**config.mk**
```make
export PLATFORM = sky130hd
export DESIGN_NAME = window_fetch
export DESIGN_NICKNAME = d
export VERILOG_FILES = /design/src/rtl/window_fetch.sv
export SDC_FILE = /design/constraint.sdc
export NUM_CORES = 1
export LEC_CHECK = 0
export CORE_MARGIN = 4
export CORE_UTILIZATION = 30
export CTS_CLUSTER_DIAMETER = 80
export DETAILED_ROUTE_END_ITERATION = 10
export PLACE_DENSITY = 0.55
export RECOVER_POWER = 50
export SLEW_MARGIN = 5
export SYNTH_ARGS = -nofsm -noshare
export SYNTH_HDL_FRONTEND = slang
export SYNTH_SLANG_ARGS = --single-unit
```
**constraint.sdc**
```tcl
create_clock -name clk -period 4.88 [get_ports clk]
set_clock_uncertainty 0.05 [all_clocks]
set_input_delay 0.976 -clock clk [delete_from_list [all_inputs] [get_ports clk]]
set_output_delay 0.976 -clock clk [all_outputs]
set_load 0.02 [all_outputs]
```
**src/rtl/window_fetch.sv**
```systemverilog
// Window fetch: turns one window origin into SWEEP_X x SWEEP_Y row-major RAM reads
// and streams the returned pixels through a 2-entry skid FIFO with valid/ready.
module window_fetch #(
  parameter int IMG_WIDTH  = 41,
  parameter int IMG_HEIGHT = 50,
  parameter int SWEEP_X    = 24,
  parameter int SWEEP_Y    = 24,
  parameter int DATA_W     = 8,
  localparam int W_X  = $clog2(IMG_WIDTH),
  localparam int W_Y  = $clog2(IMG_HEIGHT),
  localparam int W_A  = $clog2(IMG_WIDTH * IMG_HEIGHT),
  localparam int W_WX = $clog2(SWEEP_X),
  localparam int W_WY = $clog2(SWEEP_Y)
) (
  input  logic              clk,
  input  logic              rst_n,
  input  logic              hop_valid,
  output logic              hop_ready,
  input  logic [W_X-1:0]    x_hop,
  input  logic [W_Y-1:0]    y_hop,
  output logic              hop_err,
  output logic              mem_rd,
  output logic [W_A-1:0]    mem_addr,
  input  logic [DATA_W-1:0] mem_data,
  output logic              pix_valid,
  input  logic              pix_ready,
  output logic [DATA_W-1:0] pix_data,
  output logic [W_WX-1:0]   pix_wx,
  output logic [W_WY-1:0]   pix_wy,
  output logic              pix_last
);

  localparam logic [1:0] S_IDLE  = 2'd0;
  localparam logic [1:0] S_FETCH = 2'd1;
  localparam logic [1:0] S_DRAIN = 2'd2;

  localparam logic [W_X-1:0]  X_MAX    = W_X'(IMG_WIDTH - SWEEP_X);
  localparam logic [W_Y-1:0]  Y_MAX    = W_Y'(IMG_HEIGHT - SWEEP_Y);
  localparam logic [W_WX-1:0] WX_LAST  = W_WX'(SWEEP_X - 1);
  localparam logic [W_WY-1:0] WY_LAST  = W_WY'(SWEEP_Y - 1);
  localparam logic [W_A-1:0]  A_STRIDE = W_A'(IMG_WIDTH);

  typedef struct packed {
    logic [DATA_W-1:0] data;
    logic [W_WX-1:0]   wx;
    logic [W_WY-1:0]   wy;
    logic              last;
  } pix_t;

  logic [1:0]      r_state;
  logic [W_X-1:0]  r_base_x;
  logic [W_Y-1:0]  r_base_y;
  logic [W_WX-1:0] r_wx;
  logic [W_WY-1:0] r_wy;
  logic            r_hop_err;
  logic            r_inflight;
  logic [W_WX-1:0] r_inf_wx;
  logic [W_WY-1:0] r_inf_wy;
  logic            r_inf_last;
  pix_t            r_fifo [2];
  logic            r_rd_ptr;
  logic            r_wr_ptr;
  logic [1:0]      r_count;

  logic       w_accept;
  logic       w_range_bad;
  logic       w_pop;
  logic [2:0] w_occ;
  logic       w_issue;
  logic       w_wx_end;
  logic       w_wy_end;
  pix_t       w_head;

  assign hop_ready   = (r_state == S_IDLE);
  assign hop_err     = r_hop_err;
  assign w_accept    = hop_valid && hop_ready;
  assign w_range_bad = (x_hop > X_MAX) || (y_hop > Y_MAX);

  // Occupancy after this cycle's pop, counting the read still in flight;
  // issuing only below 2 keeps the FIFO from overflowing.
  assign w_pop   = pix_valid && pix_ready;
  assign w_occ   = {1'b0, r_count} + {2'b00, r_inflight} - {2'b00, w_pop};
  assign w_issue = (r_state == S_FETCH) && (w_occ < 3'd2);

  assign w_wx_end = (r_wx == WX_LAST);
  assign w_wy_end = (r_wy == WY_LAST);

  assign mem_rd   = w_issue;
  assign mem_addr = (W_A'(r_base_y) + W_A'(r_wy)) * A_STRIDE
                  + W_A'(r_base_x) + W_A'(r_wx);

  assign w_head    = r_fifo[r_rd_ptr];
  assign pix_valid = (r_count != 2'd0);
  assign pix_data  = pix_valid ? w_head.data : '0;
  assign pix_wx    = pix_valid ? w_head.wx   : '0;
  assign pix_wy    = pix_valid ? w_head.wy   : '0;
  assign pix_last  = pix_valid && w_head.last;

  always_ff @(posedge clk or negedge rst_n) begin
    if (!rst_n) begin
      r_state    <= S_IDLE;
      r_base_x   <= '0;
      r_base_y   <= '0;
      r_wx       <= '0;
      r_wy       <= '0;
      r_hop_err  <= 1'b0;
      r_inflight <= 1'b0;
      r_inf_wx   <= '0;
      r_inf_wy   <= '0;
      r_inf_last <= 1'b0;
      r_fifo[0]  <= '0;
      r_fifo[1]  <= '0;
      r_rd_ptr   <= 1'b0;
      r_wr_ptr   <= 1'b0;
      r_count    <= 2'd0;
    end else begin
      r_hop_err <= w_accept && w_range_bad;

      case (r_state)
        S_IDLE: begin
          if (w_accept && !w_range_bad) begin
            r_base_x <= x_hop;
            r_base_y <= y_hop;
            r_wx     <= '0;
            r_wy     <= '0;
            r_state  <= S_FETCH;
          end
        end
        S_FETCH: begin
          if (w_issue) begin
            if (w_wx_end) begin
              r_wx <= '0;
              if (w_wy_end) r_state <= S_DRAIN;
              else          r_wy    <= r_wy + 1'b1;
            end else begin
              r_wx <= r_wx + 1'b1;
            end
          end
        end
        S_DRAIN: begin
          if (w_pop && w_head.last) r_state <= S_IDLE;
        end
        default: r_state <= S_IDLE;
      endcase

      // Window coordinates ride alongside the read so they pair with the returned data.
      r_inflight <= w_issue;
      if (w_issue) begin
        r_inf_wx   <= r_wx;
        r_inf_wy   <= r_wy;
        r_inf_last <= w_wx_end && w_wy_end;
      end

      if (r_inflight) begin
        r_fifo[r_wr_ptr].data <= mem_data;
        r_fifo[r_wr_ptr].wx   <= r_inf_wx;
        r_fifo[r_wr_ptr].wy   <= r_inf_wy;
        r_fifo[r_wr_ptr].last <= r_inf_last;
        r_wr_ptr              <= ~r_wr_ptr;
      end
      if (w_pop) r_rd_ptr <= ~r_rd_ptr;
      r_count <= r_count + {1'b0, r_inflight} - {1'b0, w_pop};
    end
  end

endmodule
```
==> run metrics, run 1 <==
filler-free cell count of the finished design 760; number of max-cap violations 1; mux share of post-synthesis cell area 16.27%; Tightest Hold Check Type reg2reg; synthesized area per cell 10.91 sq um; tightest slew margin relative to the limit -27.85%; area share of fa/ha/maj cells after synthesis 17.60%; Die Footprint 0.01786 sq mm; worst-path maximum fanout 3; synth-to-layout area growth 35.43%; Worst setup EP type primary output; dominant cell type by area after synthesis sky130_fd_sc_hd__dfrtp_1; average wire per standard cell 12.97 microns; Req. time, crit path 3.85 ns; number of flip-flops and latches in the synthesized netlist 79; number of hold-repair buffers added at the cts stage 0; row count 45; sequential-to-total area share from yosys stat 41.74%; leftover overflow at the end of global routing 0; class of the most critical setup path reg2out; vias in the first global route 3530; worst path arrival time 4.37 ns; total number of yosys warnings 0; Num CTS Buffers 9; shortest period the worst path allows 5.393 ns; first-iteration detailed-routing DRC count 90; final setup fails 7; number of enable flip-flop cells after synthesis 0; synthesized-area fraction occupied by and/or/nand/nor cells 11.78%; top flip-flop cell by instance count after synthesis sky130_fd_sc_hd__dfrtp_1; async set-reset flop share out of synthesis 100.0%; startpoint types flop; die span in x 133.6 microns; number of detailed-routing iterations run before antenna repair 4; Sink Count 79; minimum setup slack in the final design -0.5129 ns; combinational family with the most area after synthesis adder cells; post-layout net count 628; final antenna diode count 0; RSZ-0062 raised after global routing true; CTS tree done; worst setup slack before clock tree synthesis -0.6708 ns; xor and xnor fraction of the mapped netlist area 3.303%; number of top-level pins 59; failing checks capacitance limit, slew limit, setup timing; vias per cell 4.446; Synth cell types 44; Yosys top cell area share 41.74%; cell count after placement 734; commonest cells in the synthesized netlist sky130_fd_sc_hd__dfrtp_1 (79), sky130_fd_sc_hd__ha_1 (49), sky130_fd_sc_hd__nand2_1 (49); post-route clock period utilization 110.5%; proportion of layout cells with a drive suffix above 1 30.42%; area taken by multi-input logic gates 0.002739 sq mm; H-Tree Depth 3; Synth Cell Area 0.004736 sq mm; maximum frequency from static timing analysis 0.1854 GHz; Routed Antenna Nets 0; drt total wl 9.857 mm; Skew-Pair Late Insertion Delay 0.33 ns; GR Util All Layers 11.47%; core area 0.01531 sq mm; Compound-Gate Fraction of Synth Area 4.650%; Synth Net Count 518; filler cell count in the final layout 1506; number of antenna violations at the first check in global routing 0; storage element area 0.001977 sq mm; vertical die dimension 133.6 microns; actual transition at the worst max-transition pin 1.918 ns; Port Buffer Count 58; initial core utilization 30.92%; Max Root-Sink Buffers 2; pin count of the biggest net entering global routing 80; most numerous cell in the Yosys netlist sky130_fd_sc_hd__dfrtp_1; DR vias 3379; gp weighted congestion 0.8042; Clock Tree Root sky130_fd_sc_hd__clkbuf_16; Mapped Cells 434; half-perimeter wire length after placement 7.453 mm; clock-pin slew reported for the worst setup and hold paths after clock tree synthesis 0.06 ns; result of the run finished, violations left; hold violation total from the final report 0; Final Max Slew Viols 80; first-pass GRT wire length 16.79 mm; top cells by area, synth sky130_fd_sc_hd__dfrtp_1 (42%), sky130_fd_sc_hd__ha_1 (13%), sky130_fd_sc_hd__mux2_2 (11%), sky130_fd_sc_hd__mux2i_1 (4.9%), sky130_fd_sc_hd__fa_1 (4.6%); DRC Markers 0
stage by stage:
stage	hold slack, ns	instance area, sq um	utilization (%)	setup TNS, ns
2_1_floorplan	0.4084	4843	-	-0.1937
3_3_place_gp	0.4279	5953	38.87	-3.401
3_5_place_dp	0.4395	5953	38.87	-3.717
4_1_cts	0.4482	6290	41.07	-2.414
5_1_grt	0.4751	6414	41.88	-4.284
6_report	0.4442	6414	41.88	-2.612
per-layer routing:
metal	global-route usage [%]	share of wire (%)	vias to the layer above	wire length (microns)
met2	18.68	48	54	4725
met4	2.514	0.98	0	97
li1	-	-	1683	-
met3	3.399	4.0	10	396
met1	15.16	47	1632	4638
met5	0	0	-	0
layout make-up:
cell class | count | area share, %
well taps | 211 | 4.116
multi-input cells | 299 | 42.70
repair buffers | 111 | 14.90
inverters | 44 | 2.614
flip-flops and latches | 79 | 30.82
clock buffers | 12 | 3.999
clock inverters | 4 | 0.8389
sequential cells by signal (all words and copies together), names as in the netlist:
| name | count |
|---|---|
| r_fifo | 38 |
| r_base_x | 6 |
| r_base_y | 6 |
| r_inf_wx | 5 |
| r_inf_wy | 5 |
| r_wx | 5 |
| r_wy | 5 |
| r_count | 2 |
| r_state | 2 |
| hop_err | 1 |
| r_inf_last | 1 |
| r_inflight | 1 |
| r_rd_ptr | 1 |
| r_wr_ptr | 1 |
cells by family (layout without fill, tap and decap cells):
family                   count (synthesis)  count (layout)
flip-flops                              79              79
AO/OA/AOI/OAI                           36              36
multiplexers                            71              71
adder cells (fa/ha/maj)                 60              60
buffers and inverters                   56             171
AND/OR/NAND/NOR                        115             115
XOR/XNOR                                17              17
critical path: stages, from the launching register on:
cell and delay, ns:
sky130_fd_sc_hd__dfrtp_1 0.36, sky130_fd_sc_hd__ha_2 0.19, sky130_fd_sc_hd__inv_2 0.04, sky130_fd_sc_hd__fa_2 0.33, sky130_fd_sc_hd__buf_4 0.15, sky130_fd_sc_hd__xnor2_2 0.13
sky130_fd_sc_hd__ha_1 0.31, sky130_fd_sc_hd__ha_4 0.22, sky130_fd_sc_hd__fa_1 0.50, sky130_fd_sc_hd__inv_1 0.05, sky130_fd_sc_hd__fa_1 0.49, sky130_fd_sc_hd__inv_2 0.05
sky130_fd_sc_hd__ha_4 0.28, sky130_fd_sc_hd__nand3_2 0.08, sky130_fd_sc_hd__o22ai_2 0.16, sky130_fd_sc_hd__o21a_1 0.22, sky130_fd_sc_hd__a41oi_2 0.16, sky130_fd_sc_hd__xnor2_2 0.17
sky130_fd_sc_hd__buf_4 0.15
placed cells by master, fill, tap and decap left out, types with 3 or more instances in the layout:
cell type / synthesis / routed
sky130_fd_sc_hd__o21ai_0: 12 / 11
sky130_fd_sc_hd__nand2_1: 49 / 49
sky130_fd_sc_hd__fa_1: 11 / 9
sky130_fd_sc_hd__xnor2_2: 1 / 8
sky130_fd_sc_hd__xor2_1: 3 / 3
sky130_fd_sc_hd__mux2i_1: 23 / 23
sky130_fd_sc_hd__and2_1: 4 / 4
sky130_fd_sc_hd__inv_1: 44 / 40
sky130_fd_sc_hd__nand3_1: 7 / 6
sky130_fd_sc_hd__buf_6: 0 / 3
sky130_fd_sc_hd__mux2_2: 48 / 48
sky130_fd_sc_hd__inv_2: 0 / 3
sky130_fd_sc_hd__dfrtp_1: 79 / 79
sky130_fd_sc_hd__clkbuf_16: 0 / 9
sky130_fd_sc_hd__buf_4: 1 / 57
sky130_fd_sc_hd__ha_4: 0 / 3
sky130_fd_sc_hd__a21oi_2: 0 / 6
sky130_fd_sc_hd__clkdlybuf4s50_1: 0 / 47
sky130_fd_sc_hd__ha_1: 49 / 45
sky130_fd_sc_hd__nor3_1: 3 / 3
sky130_fd_sc_hd__a21oi_1: 11 / 4
sky130_fd_sc_hd__xnor2_1: 13 / 6
sky130_fd_sc_hd__nor2b_1: 6 / 3
sky130_fd_sc_hd__nor2_1: 28 / 26
path summary, 6_finish.rpt:
path,endpoint,slack (ns),depth (start not counted),from
worst max-delay path,mem_addr[11],-0.51,18,r_wy[0]
worst min-delay path,r_wr_ptr,0.44,1,r_wr_ptr
worst max register to register,r_wy[3],1.77,15,r_count[1]
worst min register to register,r_wr_ptr,0.44,1,r_wr_ptr
max in group asynchronous,r_fifo[21],2.53,1,rst_n
min in group asynchronous,r_fifo[32],1.14,1,rst_n
what timing repair did:
item | 4_1_cts | 5_1_grt
hold endpoints to repair | 0 | 0
buffers inserted | 2 | 8
endpoints found under the setup margin | 9 | 9
pin swaps | 14 | 11
gates resized for setup | 51 | 17
Power of run 1 is not shown: default switching activity piles up to over one toggle a cycle in this logic, so the estimate is an artifact.
==> run 2: changes to the inputs <==
--- a/config.mk
+++ b/config.mk
@@ -5,7 +5,7 @@
 export SDC_FILE = /design/constraint.sdc
 export NUM_CORES = 1
 export LEC_CHECK = 0
-export CORE_MARGIN = 4
+export CORE_MARGIN = 2
 export CORE_UTILIZATION = 30
 export CTS_CLUSTER_DIAMETER = 80
 export DETAILED_ROUTE_END_ITERATION = 10
==> run 2 against run 1 <==
The flow still finishes with violations (capacitance limit, slew limit, setup timing). Count of clock-buffer cells in the layout is 2 lower. Fmax fell by 1.9%. Largest cell class unchanged. Cell count is 0.66% lower.
==> run metrics, run 2 (synthesis gave the netlist of run 1 again) <==
worst path arrival time 4.47 ns; row count 45; tightest slew margin relative to the limit -30.12%; initial core utilization 30.92%; leftover overflow at the end of global routing 0; gp weighted congestion 0.8001; Skew-Pair Late Insertion Delay 0.33 ns; Worst setup EP type primary output; class of the most critical setup path reg2out; clock-pin slew reported for the worst setup and hold paths after clock tree synthesis 0.07 ns; post-route clock period utilization 112.6%; average wire per standard cell 12.99 microns; H-Tree Depth 3; die span in x 129.6 microns; Top Family by Delay on Critical Path adder cells; Req. time, crit path 3.85 ns; first-iteration detailed-routing DRC count 108; Port Buffer Count 58; Sink Count 79; number of top-level pins 59; number of antenna violations at the first check in global routing 0; Routed Antenna Nets 0; core area 0.01531 sq mm; drt total wl 9.805 mm; critical-path cell list ha_2, inv_2, fa_2, buf_4, xnor2_4, ha_1, ha_1, fa_1, inv_1, fa_1, inv_2, ha_4, a21oi_2, o22ai_2, o21a_1, buf_4, a21oi_4, xnor2_2, buf_4; register bank with the most flops r_fifo; DR vias 3400; half-perimeter wire length after placement 7.386 mm; critical-path cell with the highest stage delay sky130_fd_sc_hd__fa_1; vertical die dimension 129.6 microns; proportion of layout cells with a drive suffix above 1 28.68%; synth-to-layout area growth 32.97%; commonest non-fill, non-tap cell in the layout sky130_fd_sc_hd__dfrtp_1; registers with the most flip-flops r_fifo: 38 flops, r_base_x: 6 flops, r_base_y: 6 flops; library cell appearing most often on the critical path sky130_fd_sc_hd__buf_4; Die Footprint 0.01681 sq mm; final antenna diode count 0; worst-path maximum fanout 3; maximum frequency from static timing analysis 0.1819 GHz; failing checks capacitance limit, slew limit, setup timing; number of detailed-routing iterations run before antenna repair 4; post-layout net count 623; final design area excluding fillers 0.006297 sq mm; Max Root-Sink Buffers 2; GR Util All Layers 12.49%; result of the run finished, violations left; startpoint types flop; flip-flop count of the largest register, all copies and words added 38; shortest period the worst path allows 5.497 ns; first-pass GRT wire length 16.66 mm; RSZ-0062 raised after global routing true; Num CTS Buffers 9; hold violation total from the final report 0; number of max-cap violations 1; Bufs and invs on worst path 6; minimum setup slack in the final design -0.6168 ns; vias in the first global route 3536; pin count of the biggest net entering global routing 80; final setup fails 7; Final Max Slew Viols 80; largest stage delay on the critical path 0.49 ns; vias per cell 4.503; DRC Markers 0; CTS tree done; instance area after placement 0.005953 sq mm; commonest cells after routing, fill and taps aside sky130_fd_sc_hd__dfrtp_1 (79), sky130_fd_sc_hd__buf_4 (54), sky130_fd_sc_hd__nand2_1 (49), sky130_fd_sc_hd__mux2_2 (48), sky130_fd_sc_hd__clkdlybuf4s50_1 (48); Clock Tree Root sky130_fd_sc_hd__clkbuf_16; Tightest Hold Check Type reg2reg; actual transition at the worst max-transition pin 1.952 ns; filler cell count in the final layout 1528
[run 2: changes by cell type in the layout (fill, tap and decap cells not counted), moves of 2 or more]
| cell | before | now |
|---|---|---|
| sky130_fd_sc_hd__buf_4 | 57 | 54 |
| sky130_fd_sc_hd__xnor2_2 | 8 | 5 |
| sky130_fd_sc_hd__buf_6 | 3 | 1 |
| sky130_fd_sc_hd__nor2_4 | 2 | 0 |
| sky130_fd_sc_hd__nor2b_1 | 3 | 5 |
| sky130_fd_sc_hd__xnor2_1 | 6 | 8 |
[run 2: cell type report]
class	instances	area [sq um]	share of cell area, %
clock buffer	10	239.0	3.795
clock inverter	6	45.04	0.7153
inverter	44	165.2	2.623
multi-input combinational	299	2696	42.82
sequential	79	1977	31.39
tap	211	264.0	4.192
timing repair buffer	106	910.9	14.46
[run 2: layer usage]
layer  part of all wire [%]  up-vias  track usage [%]
met4                   0.93        0            3.036
met1                     47     1669            16.34
met2                     49       52            20.97
met3                    3.6        8            2.931
li1                       -     1671                -
met5                      0        -                0
[run 2: worst register-to-register path: stages (launching register included)]
cell and delay, ns:
sky130_fd_sc_hd__dfrtp_1 0.43, sky130_fd_sc_hd__nor2_1 0.18, sky130_fd_sc_hd__inv_1 0.08, sky130_fd_sc_hd__nand2_1 0.14, sky130_fd_sc_hd__inv_1 0.06, sky130_fd_sc_hd__ha_1 0.26, sky130_fd_sc_hd__inv_1 0.05, sky130_fd_sc_hd__ha_1 0.12
sky130_fd_sc_hd__inv_1 0.04, sky130_fd_sc_hd__fa_1 0.40, sky130_fd_sc_hd__xnor2_2 0.25, sky130_fd_sc_hd__nand3_4 0.10, sky130_fd_sc_hd__buf_4 0.21, sky130_fd_sc_hd__nor3b_4 0.30, sky130_fd_sc_hd__nand4_1 0.17, sky130_fd_sc_hd__mux2i_1 0.14
[run 2: path summary, 6_finish.rpt]
kind	slack, ns	cells past startpoint	start	endpoint
max	-0.62	19	r_wy[0]	mem_addr[9]
min	0.45	2	r_inf_wy[0]	r_inf_wy[0]
max reg2reg	1.78	15	r_count[1]	r_wy[3]
min reg2reg	0.45	2	r_inf_wy[0]	r_inf_wy[0]
max in group asynchronous	2.50	1	rst_n	r_fifo[8]
min in group asynchronous	1.12	1	rst_n	r_fifo[34]
[run 2: metrics by stage]
stage / setup slack, ns / std cells / util (%) / hold slack [ns] / setup TNS [ns]
finish: -0.6168 / 755 / 41.12 / 0.4517 / -3.006
global route: -0.7862 / 755 / 41.12 / 0.4641 / -4.596
CTS: -0.5237 / 752 / 40.74 / 0.4583 / -2.604
detailed placement: -0.6910 / 734 / 38.87 / 0.4434 / -3.794
global placement: -0.6139 / 734 / 38.87 / 0.4275 / -3.387
floorplan: -0.1005 / 434 / - / 0.4084 / -0.1937
[run 2: what timing repair did]
item / in CTS / in global routing
setup buffers: 2 / 3
pin swaps: 15 / 15
gates resized for setup: 46 / 13
gates cloned: 0 / 0
hold buffers: 0 / 0
endpoints found under the setup margin: 9 / 9
Power of run 2 is left out for the same reason.
==> run 3: changes to the inputs <==
--- a/config.mk
+++ b/config.mk
@@ -7,6 +7,7 @@
 export LEC_CHECK = 0
 export CORE_MARGIN = 2
 export CORE_UTILIZATION = 30
+export CTS_BUF_LIST = sky130_fd_sc_hd__clkbuf_16
 export CTS_CLUSTER_DIAMETER = 80
 export DETAILED_ROUTE_END_ITERATION = 10
 export PLACE_DENSITY = 0.55
==> run 3 against run 2 <==
The flow still finishes with violations (capacitance limit, slew limit, setup timing). Core utilization shrank 0.065 points. Global-route usage stayed put. First-iteration DRC count is 9.3% higher. Wire length grew 0.15%. Count of clock-buffer cells in the layout down 1. Register-to-register slack hardly changed. Via count about the same. Fmax up 0.12%. Die area did not move. Critical path type unchanged. Highest routed layer unchanged.
==> run metrics, run 3 (synthesis gave the netlist of run 1 again) <==
vias per cell 4.507; half-perimeter wire length after placement 7.386 mm; worst-path maximum fanout 3; instance area after placement 0.005953 sq mm; Req. time, crit path 3.85 ns; worst min-delay path startpoint r_inf_wy[0]; core area 0.01531 sq mm; Port Buffer Count 58; Sink Count 79; clock-pin slew reported for the worst setup and hold paths after clock tree synthesis 0.06 ns; Tightest Hold Check Type reg2reg; largest stage delay on the critical path 0.49 ns; cell depth of the worst min-delay path 2; number of detailed-routing iterations run before antenna repair 4; RR Endpoint r_wy[3]; vertical die dimension 129.6 microns; gp weighted congestion 0.8001; Final Max Slew Viols 80; Skew-Pair Late Insertion Delay 0.33 ns; DRC Markers 0; CTS tree done; number of top-level pins 59; registers with the most flip-flops r_fifo: 38 flops, r_base_x: 6 flops, r_base_y: 6 flops; Bufs and invs on worst path 6; Clock Tree Root sky130_fd_sc_hd__clkbuf_16; class of the most critical setup path reg2out; H-Tree Depth 3; proportion of layout cells with a drive suffix above 1 28.49%; RSZ-0062 raised after global routing true; minimum setup slack in the final design -0.6104 ns; Max Root-Sink Buffers 2; post-route clock period utilization 112.5%; DR vias 3403; shortest period the worst path allows 5.490 ns; Num CTS Buffers 9; routed length on met1 4.599 mm; final antenna diode count 0; leftover overflow at the end of global routing 0; critical-path cell with the highest stage delay sky130_fd_sc_hd__fa_1; Top Family by Delay on Critical Path adder cells; critical-path cell list ha_2, inv_2, fa_2, buf_4, xnor2_4, ha_1, ha_1, fa_1, inv_1, fa_1, inv_2, ha_4, a21oi_2, o22ai_2, o21a_1, buf_4, a21oi_4, xnor2_2, buf_4; number of max-cap violations 1; number of antenna violations at the first check in global routing 0; pin count of the biggest net entering global routing 80; register-to-register setup slack 1.78 ns; result of the run finished, violations left; register bank with the most flops r_fifo; GR Util All Layers 12.49%; initial core utilization 30.92%; commonest non-fill, non-tap cell in the layout sky130_fd_sc_hd__dfrtp_1; Routed Antenna Nets 0; Worst setup EP type primary output; first-iteration detailed-routing DRC count 118; row count 45; hold violation total from the final report 0; drt total wl 9.820 mm; Routed met2 length 4.766 mm; post-layout net count 623; final design area excluding fillers 0.006287 sq mm; final setup fails 7; vias in the first global route 3542; library cell appearing most often on the critical path sky130_fd_sc_hd__buf_4; Min-Delay Endpoint r_inf_wy[0]; Routed met3 length 362 microns; tightest slew margin relative to the limit -30.21%; failing checks capacitance limit, slew limit, setup timing; synth-to-layout area growth 32.76%; maximum frequency from static timing analysis 0.1821 GHz; commonest cells after routing, fill and taps aside sky130_fd_sc_hd__dfrtp_1 (79), sky130_fd_sc_hd__buf_4 (54), sky130_fd_sc_hd__nand2_1 (49), sky130_fd_sc_hd__mux2_2 (48), sky130_fd_sc_hd__clkdlybuf4s50_1 (48); Die Footprint 0.01681 sq mm; worst path arrival time 4.46 ns; flip-flop count of the largest register, all copies and words added 38; die span in x 129.6 microns; depth of the most critical reg-to-reg path 15; Crit Reg-Reg Startpoint r_count[1]; top routing layer in use met4; number of hold-repair buffers added at the cts stage 0; actual transition at the worst max-transition pin 1.953 ns; average wire per standard cell 13.01 microns; first-pass GRT wire length 16.66 mm; startpoint types flop
==> run 3: cell types whose count changed in the layout (fill, tap and decap cells not counted), sizes merged <==
cell    previous run  this run
clkbuf            13        12
clkinv             2         3
==> run 3: what timing repair did <==
item,CTS,global route
endpoints found under the hold margin,0,0
gates resized for setup,46,13
pin swaps,15,15
setup buffers,2,3
endpoints found under the setup margin,9,9
==> run 3: metrics by stage <==
stage,util (%),setup TNS (ns),hold WS [ns],worst slack [ns],std cells
floorplan,-,-0.1937,0.4084,-0.1005,434
global placement,38.87,-3.387,0.4275,-0.6139,734
detailed placement,38.87,-3.794,0.4434,-0.6910,734
CTS,40.67,-2.597,0.4583,-0.5227,752
global route,41.05,-4.579,0.4641,-0.7842,755
finish,41.05,-2.960,0.4517,-0.6104,755
==> run 3: how the worst max path moves through the flow <==
stage | start | endpoint | slack, ns | depth (start not counted)
after floorplan | r_wy[0] | mem_addr[11] | -0.10 | 18
after global placement | r_wy[0] | mem_addr[11] | -0.61 | 17
after detailed placement | r_wy[0] | mem_addr[11] | -0.69 | 17
after CTS | r_wy[0] | mem_addr[11] | -0.52 | 19
after global routing | r_wy[0] | mem_addr[10] | -0.78 | 19
final | r_wy[0] | mem_addr[9] | -0.61 | 19
==> run 3: layout make-up <==
type                            instances  area, sq um
Fill cell                            1532         9027
Multi-Input combinational cell        299         2696
Sequential cell                        79         1977
Timing Repair Buffer                  106        910.9
Tap cell                              211        264.0
Clock buffer                            9        225.2
Inverter                               44        165.2
Clock inverter                          7        48.80
==> run 3: worst min-delay path, stage by stage, from the launching register on <==
cell and delay [ns]:
sky130_fd_sc_hd__dfrtp_1 0.36, sky130_fd_sc_hd__nand2_1 0.06, sky130_fd_sc_hd__nand2_1 0.05
==> run 3: per-layer routing <==
layer  up-vias  track usage [%]
li1       1670                -
met1      1671            16.29
met2        54            21.03
met3         8            2.931
met4         0            3.036
met5         -                0
Power of run 3 is left out for the same reason.
